[src/rtl/bin_a_bcd_seq.sv]
// Sequential binary-to-BCD converter (iterative double-dabble, one bit per clock)
// with valid/ready handshakes and a leading-zero significance mask.
module bin_a_bcd_seq #(
    parameter int unsigned WIDTH  = 8,
    parameter int unsigned DIGITS = 3
) (
    input  logic                  clk,
    input  logic                  rst,
    input  logic                  in_valid,
    output logic                  in_ready,
    input  logic [WIDTH-1:0]      bin_in,
    output logic                  out_valid,
    input  logic                  out_ready,
    output logic [4*DIGITS-1:0]   bcd_out,
    output logic [DIGITS-1:0]     digit_en,
    output logic                  busy
);

    localparam int unsigned SR_W  = WIDTH + 4 * DIGITS;
    localparam int unsigned BCD_W = 4 * DIGITS;
    localparam int unsigned CNT_W = $clog2(WIDTH + 1);

    // Minimum digit count: ceil(WIDTH * log10(2)), done in fixed point (log2(10) ~ 3.321928)
    localparam longint unsigned W_SCALED   = 64'(WIDTH) * 64'd1000000;
    localparam int unsigned     MIN_DIGITS = 32'((W_SCALED + 64'd3321927) / 64'd3321928);

    // Reject configurations whose largest input does not fit in DIGITS decimal digits
    if (DIGITS < MIN_DIGITS) begin : g_bad_digits
        $error("bin_a_bcd_seq: DIGITS=%0d too small for WIDTH=%0d (need %0d)",
               DIGITS, WIDTH, MIN_DIGITS);
    end

    typedef enum logic [1:0] {
        S_IDLE  = 2'd0,
        S_SHIFT = 2'd1,
        S_DONE  = 2'd2
    } state_t;

    state_t             r_state;
    state_t             w_state_nxt;
    logic               w_accept;
    logic               w_last;
    logic [SR_W-1:0]    r_sreg;
    logic [CNT_W-1:0]   r_cnt;
    logic [SR_W-1:0]    w_adj;
    logic [SR_W-1:0]    w_shifted;
    logic [BCD_W-1:0]   w_bcd_res;
    logic [DIGITS-1:0]  w_den;

    assign in_ready = (r_state == S_IDLE);

    // State register
    always_ff @(posedge clk) begin
        if (rst) begin
            r_state <= S_IDLE;
        end else begin
            r_state <= w_state_nxt;
        end
    end

    // Next-state decode plus accept / final-shift strobes
    always_comb begin
        w_state_nxt = r_state;
        w_accept    = 1'b0;
        w_last      = 1'b0;
        case (r_state)
            S_IDLE: begin
                if (in_valid) begin
                    w_state_nxt = S_SHIFT;
                    w_accept    = 1'b1;
                end
            end
            S_SHIFT: begin
                if (r_cnt == CNT_W'(1)) begin
                    w_state_nxt = S_DONE;
                    w_last      = 1'b1;
                end
            end
            S_DONE: begin
                if (out_ready) begin
                    w_state_nxt = S_IDLE;
                end
            end
            default: begin
                w_state_nxt = S_IDLE;
            end
        endcase
    end

    // Add-3 correction on each BCD digit >= 5 (no inter-digit carry), then shift left
    always_comb begin
        w_adj = r_sreg;
        for (int i = 0; i < int'(DIGITS); i++) begin
            if (r_sreg[WIDTH + 4*i +: 4] >= 4'd5) begin
                w_adj[WIDTH + 4*i +: 4] = r_sreg[WIDTH + 4*i +: 4] + 4'd3;
            end
        end
        w_shifted = w_adj << 1;
        w_bcd_res = w_shifted[SR_W-1:WIDTH];
    end

    // Significance mask: a digit is shown if it or any higher digit is nonzero
    always_comb begin
        w_den = '0;
        w_den[DIGITS-1] = |w_bcd_res[4*(DIGITS-1) +: 4];
        for (int i = int'(DIGITS) - 2; i >= 0; i--) begin
            w_den[i] = w_den[i+1] | (|w_bcd_res[4*i +: 4]);
        end
        w_den[0] = 1'b1;
    end

    // Shift register, bit counter and registered outputs
    always_ff @(posedge clk) begin
        if (rst) begin
            r_sreg    <= '0;
            r_cnt     <= '0;
            bcd_out   <= '0;
            digit_en  <= DIGITS'(1);
            out_valid <= 1'b0;
            busy      <= 1'b0;
        end else begin
            out_valid <= (w_state_nxt == S_DONE);
            busy      <= (w_state_nxt == S_SHIFT);
            if (w_accept) begin
                r_sreg <= {{BCD_W{1'b0}}, bin_in};
                r_cnt  <= CNT_W'(WIDTH);
            end else if (r_state == S_SHIFT) begin
                r_sreg <= w_shifted;
                r_cnt  <= r_cnt - CNT_W'(1);
            end
            if (w_last) begin
                bcd_out  <= w_bcd_res;
                digit_en <= w_den;
            end
        end
    end

endmodule
[config.mk]
export PLATFORM = sky130hd
export DESIGN_NAME = bin_a_bcd_seq
export DESIGN_NICKNAME = d
export VERILOG_FILES = /design/src/rtl/bin_a_bcd_seq.sv
export SDC_FILE = /design/constraint.sdc
export NUM_CORES = 1
export LEC_CHECK = 0
export CAP_MARGIN = 20
export CORE_UTILIZATION = 59
export CTS_BUF_LIST = sky130_fd_sc_hd__clkbuf_4 sky130_fd_sc_hd__clkbuf_8
export CTS_CLUSTER_DIAMETER = 200
export DETAILED_ROUTE_END_ITERATION = 8
export GPL_ROUTABILITY_DRIVEN = 1
export PLACE_DENSITY = 0.92
export SETUP_SLACK_MARGIN = 0.1
export SLEW_MARGIN = 20
export SYNTH_ARGS = -nofsm -noshare
export SYNTH_HDL_FRONTEND = slang
export SYNTH_SLANG_ARGS = --single-unit
[constraint.sdc]
create_clock -name clk -period 3.55 [get_ports clk]
set_clock_uncertainty 0.05 [all_clocks]
set_input_delay 0.71 -clock clk [delete_from_list [all_inputs] [get_ports clk]]
set_output_delay 0.71 -clock clk [all_outputs]
set_load 0.02 [all_outputs]
Word level (Yosys, flattened, before mapping)
Index checks and enable logic that the tools add are counted.
W data, S select, Z words.
{"block": "op_classes", "n_lt_le_gt_ge": 3, "reduce_logical": 5, "addsub": 4, "mux": 15, "n_eq_ne": 5, "n_bitwise": 1}
{"cell": "$mux W4", "count": 4}
{"cell": "$mux W8", "count": 2}
{"cell": "$ge A4 B3 Y1 const B", "count": 3}
{"cell": "$add A4 B2 Y4 const B", "count": 2}
{"cell": "$reduce_or A4 Y1", "count": 2}
{"cell": "$mux W2", "count": 3}
{"cell": "$pmux W2 S3", "count": 1}
{"cell": "$eq A2 B1 Y1 const B", "count": 2}
{"cell": "$eq A2 B2 Y1 const B", "count": 2}
{"cell": "$eq A4 B1 Y1 const B", "count": 1}
{"cell": "$mux W1", "count": 4}
{"cell": "$sub A4 B1 Y4 const B", "count": 1}
{"cell": "$add A3 B2 Y3 const B", "count": 1}
{"cell": "$mux W3", "count": 1}
{"cell": "$logic_not A2 Y1", "count": 1}
{"cell": "$reduce_bool A2 Y1", "count": 1}
{"cell": "$reduce_or A2 Y1", "count": 1}
{"cell": "$or A1 B1 Y1", "count": 1}
{"block": "totals", "wordCells": 42, "out_inout_bits": 18, "ff_bits": 42}

Depth between registers and ports, before layout
Gate-level depths: netlist of run 1.
{"block": "logic_depth", "depth_word": 4, "ltp_mapped": 7, "mapped_depth_nobuf": 7}

Least setup slack after synthesis of run 1
Ideal clock, no wire load.
{"block": "synth_path", "path_kind": "input to register", "from": "input port rst", "to": "register r_cnt[0]", "arrival_ns": 1.445, "path_stages": 4, "n_path_buf": 2, "t_required_ns": 3.383, "slack_ns": 1.938, "setup_time_ns": 0.117, "cell_sequence": "clkbuf_1 nand2b_1 buf_2 nor2_1"}
{"block": "synth_via", "elab_chain_cells": 1}
{"element": "start, declared", "line": "8", "source": "input logic rst,"}
{"element": "$reduce_or A2 Y1 (no line)"}
{"element": "end signal, assigned", "line": "126", "source": "r_cnt <= CNT_W'(WIDTH);"}
{"element": "end signal, assigned", "line": "129", "source": "r_cnt <= r_cnt - CNT_W'(1);"}
{"element": "end, declared", "line": "44", "source": "logic [CNT_W-1:0] r_cnt;"}
Every way passes these cells.
A chain may end at the register's enable or synchronous reset.

Final worst setup path of run 1
{"block": "layout_path", "from": "register r_state[1]", "to": "output port in_ready"}
{"block": "layout_via", "elab_chain_cells": 1}
{"element": "start, declared", "line": "39", "source": "state_t r_state;"}
{"element": "start signal, assigned", "line": "57", "source": "r_state <= w_state_nxt;"}
{"element": "$logic_not A2 Y1", "line": "50", "source": "assign in_ready = (r_state == S_IDLE);"}
{"element": "end, declared", "line": "10", "source": "output logic in_ready,"}
Every way passes these cells.

==> results of run 1 <==
==> tightest hold or removal path, stage by stage (launching register included) <==
cell	delay (ns)
dfxtp_1	0.33
nand2_1	0.05
a21oi_1	0.05
==> sequential cells by signal, indices dropped and copies added (netlist names) <==
signal / flops
r_sreg: 20
bcd_out: 12
out_valid: 1
busy: 1
digit_en: 2
r_cnt: 4
r_state: 2
==> metal layers <==
layer / global-route usage / part of all wire / vias up / routed length, um
li1: - / - / 809 / -
met1: 0.301 / 0.44 / 754 / 1660
met2: 0.401 / 0.50 / 38 / 1880
met3: 0.0879 / 0.052 / 7 / 197
met4: 0.109 / 0.013 / 0 / 51
met5: 0 / 0 / - / 0
==> layout make-up <==
cell class,instances,area [sq um],area share
clock buffers,7,52.6,0.0236
inverters,8,30.0,0.0135
multi-input cells,163,950,0.427
flip-flops and latches,42,841,0.378
well taps,44,55.1,0.0248
repair buffers,30,295,0.133
==> Yosys cell counts (all sizes together) <==
cell,number
nor3,2
nor4,1
dfxtp,42
nor2,21
mux2i,4
nor3b,5
nand3,5
a211oi,9
and3,1
nand2b,5
nor2b,2
nand2,43
and2,1
clkbuf,5
o21ai,5
xnor2,5
o21bai,1
a22oi,7
a21oi,35
ha,8
conb,1
a41oi,1
inv,8
buf,7
xor2,1
==> how the worst max path moves through the flow <==
stage	start	end	slack, ns	depth (start not counted)
final	r_state[1]	in_ready	1.28	2
after global placement	rst	r_cnt[1]	1.31	4
after detailed placement	rst	r_sreg[14]	1.29	4
after floorplan	rst	r_cnt[0]	1.94	4
after global routing	r_state[1]	in_ready	1.21	2
after CTS	r_state[1]	in_ready	1.26	2
==> kinds of logic after synthesis <==
| group | share of synthesized area |
|---|---|
| mux | 0.0213 |
| simple gates | 0.212 |
| other cells | 0.00200 |
| fa+ha+maj | 0.0533 |
| buf+inv | 0.0486 |
| flops | 0.447 |
| xor+xnor | 0.0280 |
| compound gates | 0.188 |
==> per-stage QoR <==
stage	instances	area, sq um	worst slack, ns	hold slack (ns)	power (W)
floorplan	225	1880	1.94	0.386	0.000608
global placement	287	2170	1.31	0.389	0.000641
detailed placement	287	2170	1.29	0.398	0.000646
CTS	294	2220	1.26	0.414	0.000875
global route	294	2220	1.21	0.437	0.000912
finish	294	2220	1.28	0.412	0.000869
==> power breakdown <==
group	total (W)	switching [W]	internal [W]
clock	0.000233	0.000142	0.0000901
sequential	0.000504	0.0000142	0.000490
combinational	0.000132	0.0000761	0.0000556
==> impl_metrics.ini, run 1 <==
[power_and_ir_drop]
leakagePower_nw = 0.783
powerDensity_nw_per_um2 = 391
ir_worst_vdd_mv = 0.293

[sta]
maxSlewViolCount = 0
fin_crit_ns = 2.27
rsz0062_at_grt = false
fin_crit_sh = 0.639
final.setup.tns_ns = 0
worst_pin_slew_ns = 0.562
hold_violations = 0
finalSetupViolations = 0
relSlewSlack = 0.625
clock.fmax_mhz = 441

[critical_path]
reg2reg_depth = 5
max_stage_delay_ns = 0.63
crit_required_ns = 2.79
cp_cell_sequence = nor2_1, clkdlybuf4s50_1
cp_data_arrival_time_ns = 1.51
cpMaxStageDelayCell = clkdlybuf4s50_1
r2r_start = r_state[0]
path_delay_family = buffers and inverters
cp_max_fo = 4
crit_type = flip-flop to output pin
worst-r2r-setup-slack_ns = 1.64
critPathCaptureType = output pin
worstSetupStartpointType = flip-flop
crit_buf_inv = 1
reg2reg_to = digit_en[1]

[final_layout]
layout-drive-gt1-share = 0.0640
layout_common_cells = 43 x nand2_1, 42 x dfxtp_1, 34 x a21oi_1, 28 x clkdlybuf4s50_1, 19 x nor2_1
area_delta_synth_final_pct = 18.3
fin_nets = 270
fin_util = 0.734
insertedDiodeCount = 0
final_common_cell = nand2_1
fill_cells = 241

[worst_hold_path]
min_to = bcd_out[10]
hold_start = bcd_out[10]
hold_class = flip-flop to flip-flop
hold_path_depth = 2

[grt]
antenna_found_initial = 0
grt_pass1_wl_um = 6440
grt_max_degree = 30
grt_pass1_vias = 1500
grt_usage = 0.249
grt_overflow = 0

[detailed_routing]
first_pass_iters = 5
vias = 1608
wirelength_um = 3790
avgRoutedWirePerCell_um = 12.9
antenna_left = 0
avgViaCountPerCell = 5.47
drt_iter0_markers = 58
drc = 0

[run]
cap_violations = 0

[logic_synthesis]
syn_inst = 225
yosysWarnings = 0
synth_top_area_cell = dfxtp_1
yosys.area.top_type_share = 0.447
netlist_area_sq_um = 1880
yosys-top-cells-area = dfxtp_1 45%, a21oi_1 9.1%, nand2_1 8.6%
syn_avg_cell_area_sq_um = 8.35
ys_seq_area_frac = 0.447
ys_ff_latch = 42
synthesis.nets = 245
netlist-cell-type-count = 31

[floorplanning]
die_area_sq_um = 3420
fp.dieH_um = 58.4
core_area_sq_um = 3030
die_x_um = 58.4
io_pins = 30
rows = 20
initial_core_util = 0.621

[placed_design]
gp_congestion = 0.790
place_hpwl_um = 2610
portBuffers = 28

[cts]
cts_sinks = 42
cts-root-buf = clkbuf_4
cts_setup_buffers = 0
clk_latency_ns = 0.35
cts_tree = yes
holdBufCountCts = 0
cts_buffer_depth = 2
cts_buffers = 5
clk_pin_slew_ns = 0.11
h-tree-depth = 2
ctsResizeCount = 0

[outcome]
status = finished, final reports clean
Note: power is estimated with default switching activity, not from simulation.
==> run 2: changes to the inputs <==
Settings changed: CORE_UTILIZATION 59 to 55, PLACE_DENSITY 0.92 to 0.87.
Clock period 3.55 ns to 2.14 ns, I/O delays scaled along.
==> impl_metrics.ini, run 2 (same netlist as run 1, synthesis figures left out) <==
[critical_path]
reg2reg_depth = 7
cp_data_arrival_time_ns = 1.33
max_stage_delay_ns = 0.60
crit_type = flip-flop to output pin
crit_buf_inv = 1
cp_cell_sequence = clkdlybuf4s50_1
worstSetupStartpointType = flip-flop
worst-r2r-setup-slack_ns = 0.42
crit_required_ns = 1.66
reg2reg_to = r_sreg[14]
cp_max_fo = 2
cpMaxStageDelayCell = clkdlybuf4s50_1
path_delay_family = buffers and inverters
critPathLaunch = digit_en[1]
r2r_start = r_sreg[13]
critPathCaptureType = output pin

[detailed_routing]
drc = 0
avgViaCountPerCell = 5.43
drt_iter0_markers = 68
vias = 1624
wirelength_um = 3860
first_pass_iters = 4
avgRoutedWirePerCell_um = 12.9
antenna_left = 0

[cts]
cts_sinks = 42
holdBufCountCts = 0
ctsResizeCount = 1
cts_tree = yes
cts_setup_buffers = 0
clk_latency_ns = 0.36
h-tree-depth = 2
cts_buffer_depth = 2
cts_buffers = 5
cts-root-buf = clkbuf_4
clk_pin_slew_ns = 0.12

[final_layout]
final_common_cell = nand2_1
layout_common_cells = 43 x nand2_1, 42 x dfxtp_1, 34 x a21oi_1, 27 x clkdlybuf4s50_1, 19 x nor2_1
area_delta_synth_final_pct = 23.0
largest_reg_flops = 20
fill_cells = 242
insertedDiodeCount = 0
layout-drive-gt1-share = 0.0824
largest-register = r_sreg
fin_nets = 274
multi_input_area_sq_um = 950
instances_no_fill = 299
seq_area_sq_um = 841
reg.largest.list = r_sreg (20), bcd_out (12), r_cnt (4)

[power_and_ir_drop]
seqPwrFrac = 0.487
powerDensity_nw_per_um2 = 744
ir_worst_vdd_mv = 0.592
combPwrFrac = 0.131
switching_share = 0.241
power_frac_clock = 0.382
power.net_switching_w = 0.000415
leakagePower_nw = 0.827
p_int_w = 0.00131

[sta]
final.setup.tns_ns = 0
fin_crit_ns = 1.80
fin_crit_sh = 0.843
maxSlewViolCount = 0
clock.fmax_mhz = 554
finalSetupViolations = 0
rsz0062_at_grt = false
hold_violations = 0

[run]
cap_violations = 0

[floorplanning]
die_x_um = 60.5
fp.dieH_um = 60.5
initial_core_util = 0.596
die_area_sq_um = 3650
io_pins = 30
rows = 20
core_area_sq_um = 3150

[grt]
grt_usage = 0.233
grt_pass1_vias = 1421
grt_pass1_wl_um = 6190
grt_max_degree = 29
antenna_found_initial = 0
grt_overflow = 0

[worst_hold_path]
min_to = bcd_out[10]
hold_class = flip-flop to flip-flop
hold_path_depth = 2
hold_start = bcd_out[10]

[placed_design]
gp_congestion = 0.818
place_hpwl_um = 2650
numPlacedInstances = 291
portBuffers = 28

[outcome]
status = finished, final reports clean
[run 2: worst reg2reg max path: cells and delay by family, from the launching register on]
family / cells / cell delay (ns)
AO/OA/AOI/OAI: 2 / 0.47
flip-flops: 1 / 0.36
multiplexers: 1 / 0.28
AND/OR/NAND/NOR: 2 / 0.23
adder cells (fa/ha/maj): 1 / 0.19
buffers and inverters: 1 / 0.09
[run 2: stage by stage]
stage	setup WS [ns]	cell area, sq um	hold slack, ns	util	total power [W]
floorplan	0.598	1880	0.386	-	0.00101
global placement	0.456	2200	0.392	0.698	0.00107
detailed placement	0.387	2200	0.401	0.698	0.00108
CTS	0.321	2310	0.416	0.733	0.00173
global route	0.254	2310	0.445	0.733	0.00179
finish	0.335	2310	0.411	0.733	0.00172
[run 2: cell type report]
cell class                      count  share of cell area
Clock buffer                        6              0.0222
Clock inverter                      2              0.0260
Inverter                            8              0.0130
Multi-Input combinational cell    163               0.411
Sequential cell                    42               0.364
Tap cell                           44              0.0238
Timing Repair Buffer               34               0.140
[run 2: how the worst max path moves through the flow]
stage	end	slack, ns	cells after the start
after CTS	bcd_out[5]	0.32	1
after detailed placement	r_sreg[5]	0.39	5
after floorplan	digit_en[1]	0.60	7
after global placement	r_sreg[5]	0.46	5
after global routing	bcd_out[5]	0.25	1
final	digit_en[1]	0.34	1
[run 2: per-layer routing]
layer | GRT usage | part of all wire | routed length, um
met3 | 0.0725 | 0.062 | 239
met5 | 0 | 0 | 0
met2 | 0.374 | 0.48 | 1840
met4 | 0.0877 | 0.021 | 81
met1 | 0.296 | 0.44 | 1700
[run 2: power groups by stage]
stage,clock network [W],registers (W),logic [W]
after floorplan,0,0.000857,0.000151
after global placement,0,0.000853,0.000219
after detailed placement,0,0.000854,0.000225
after CTS,0.000665,0.000837,0.000226
after global routing,0.000704,0.000841,0.000250
final,0.000657,0.000837,0.000226
==> run 3: changes to the inputs <==
Clock period 2.14 ns to 1.9 ns, I/O delays scaled along.
==> impl_metrics.ini, run 3 (same netlist as run 1, synthesis figures left out) <==
[power_and_ir_drop]
powerDensity_nw_per_um2 = 710
ir_worst_vdd_mv = 0.492
leakagePower_nw = 0.984

[floorplanning]
die_x_um = 60.5
initial_core_util = 0.596
die_area_sq_um = 3650
core_area_sq_um = 3150
fp.dieH_um = 60.5
rows = 20
io_pins = 30

[critical_path]
worstSetupStartpointType = flip-flop
crit_cells = 1
cp_cell_sequence = clkdlybuf4s50_1
critPathCaptureType = output pin
cp_max_fo = 2
r2r_start = r_sreg[17]
critPathLaunch = bcd_out[9]
cpMaxStageDelayCell = clkdlybuf4s50_1
cp-endpoint = bcd_out[9]
reg2reg_to = digit_en[1]
max_stage_delay_ns = 0.60
crit_required_ns = 1.47
worst-r2r-setup-slack_ns = 0.22
cp_data_arrival_time_ns = 1.31
reg2reg_depth = 7
crit_type = flip-flop to output pin
crit_buf_inv = 1
path_delay_family = buffers and inverters

[detailed_routing]
top_layer_used = met4
first_pass_iters = 4
drt_iter0_markers = 57
routed-wl-met2_um = 1820
vias = 1590
dr_wl_met3_um = 162
avgRoutedWirePerCell_um = 12.7
avgViaCountPerCell = 5.26
antenna_left = 0
met1_length_um = 1770
drc = 0
wirelength_um = 3820

[cts]
cts_sinks = 42
cts_tree = yes
cts_buffer_depth = 2
cts_buffers = 5
h-tree-depth = 2
cts-root-buf = clkbuf_4
clk_pin_slew_ns = 0.12
clk_latency_ns = 0.37

[placed_design]
gp_congestion = 0.816
numPlacedInstances = 294
place_hpwl_um = 2700
portBuffers = 28

[final_layout]
fill_cells = 257
layout_common_cells = 43 x nand2_1, 41 x dfxtp_1, 33 x a21oi_1, 19 x nor2_1, 18 x clkdlybuf4s50_1
layout-drive-gt1-share = 0.101
largest_reg_flops = 20
reg.largest.list = r_sreg (20), bcd_out (12), r_cnt (4)
largest-register = r_sreg
instances_no_fill = 302
area_delta_synth_final_pct = 22.8
final_common_cell = nand2_1
fin_nets = 277
insertedDiodeCount = 0

[grt]
antenna_found_initial = 0
grt_max_degree = 29
grt_pass1_wl_um = 6290
grt_overflow = 0
grt_usage = 0.236
grt_pass1_vias = 1458

[worst_hold_path]
hold_class = flip-flop to flip-flop
hold_start = bcd_out[5]

[sta]
finalSetupViolations = 0
maxSlewViolCount = 0
hold_violations = 0
fin_crit_sh = 0.917
holdWs_ns = 0.411
rsz0062_at_grt = false
fin_crit_ns = 1.74
clock.fmax_mhz = 574
final.setup.tns_ns = 0

[run]
cap_violations = 0

[outcome]
status = finished, final reports clean
==> run 3: changes by cell type in the layout (fill, tap and decap cells not counted), moves of 2 or more <==
cell and change:
buf_4 +3, bufinv_16 -2, clkdlybuf4s50_1 -9, dlymetal6s2s_1 +9
==> run 3: worst min-delay path by stage <==
stage,to,slack (ns),depth (start not counted)
6_report,bcd_out[5],0.41,2
5_1_grt,bcd_out[5],0.43,2
4_1_cts,bcd_out[5],0.41,2
3_5_place_dp,r_sreg[6],0.40,2
3_3_place_gp,r_sreg[6],0.39,2
2_1_floorplan,r_sreg[1],0.39,2
==> run 3: tightest hold or removal path: cells and delay by family (launching register included) <==
family / cells / cell delay [ns]
compound gates: 1 / 0.05
flops: 1 / 0.33
simple gates: 1 / 0.05
==> run 3: through the flow <==
| stage | power (W) | utilization | area (sq um) | worst slack [ns] |
|---|---|---|---|---|
| 4_1_cts | 0.00166 | 0.723 | 2280 | 0.135 |
| 3_5_place_dp | 0.00122 | 0.705 | 2220 | 0.204 |
| 2_1_floorplan | 0.00114 | - | 1880 | 0.358 |
| 6_report | 0.00164 | 0.732 | 2310 | 0.158 |
| 3_3_place_gp | 0.00121 | 0.705 | 2220 | 0.220 |
| 5_1_grt | 0.00174 | 0.732 | 2310 | 0.100 |
==> run 3: layer usage <==
metal | up-vias | GRT usage
met5 | - | 0
met4 | 0 | 0.107
met3 | 8 | 0.0682
met2 | 35 | 0.377
met1 | 717 | 0.297
li1 | 830 | -
==> run 3: layout make-up <==
type / count / area (sq um) / area share
multi-input cells: 163 / 953 / 0.413
clock inverters: 3 / 21.3 / 0.00921
well taps: 44 / 55.1 / 0.0238
inverters: 8 / 30.0 / 0.0130
flip-flops and latches: 42 / 842 / 0.365
repair buffers: 37 / 369 / 0.160
clock buffers: 5 / 37.5 / 0.0163
==> run 3: report_power, final <==
part / leakage (nW) / internal (W) / switching [W]
Sequential: 0.342 / 0.000916 / 0.0000255
Clock: 0.0312 / 0.000144 / 0.000294
Combinational: 0.611 / 0.000112 / 0.000147
==> run 3: what timing repair did <==
item,CTS,global route
endpoints found under the setup margin,1,13
hold buffers,0,0
resized for setup,1,11
buffers inserted,0,0
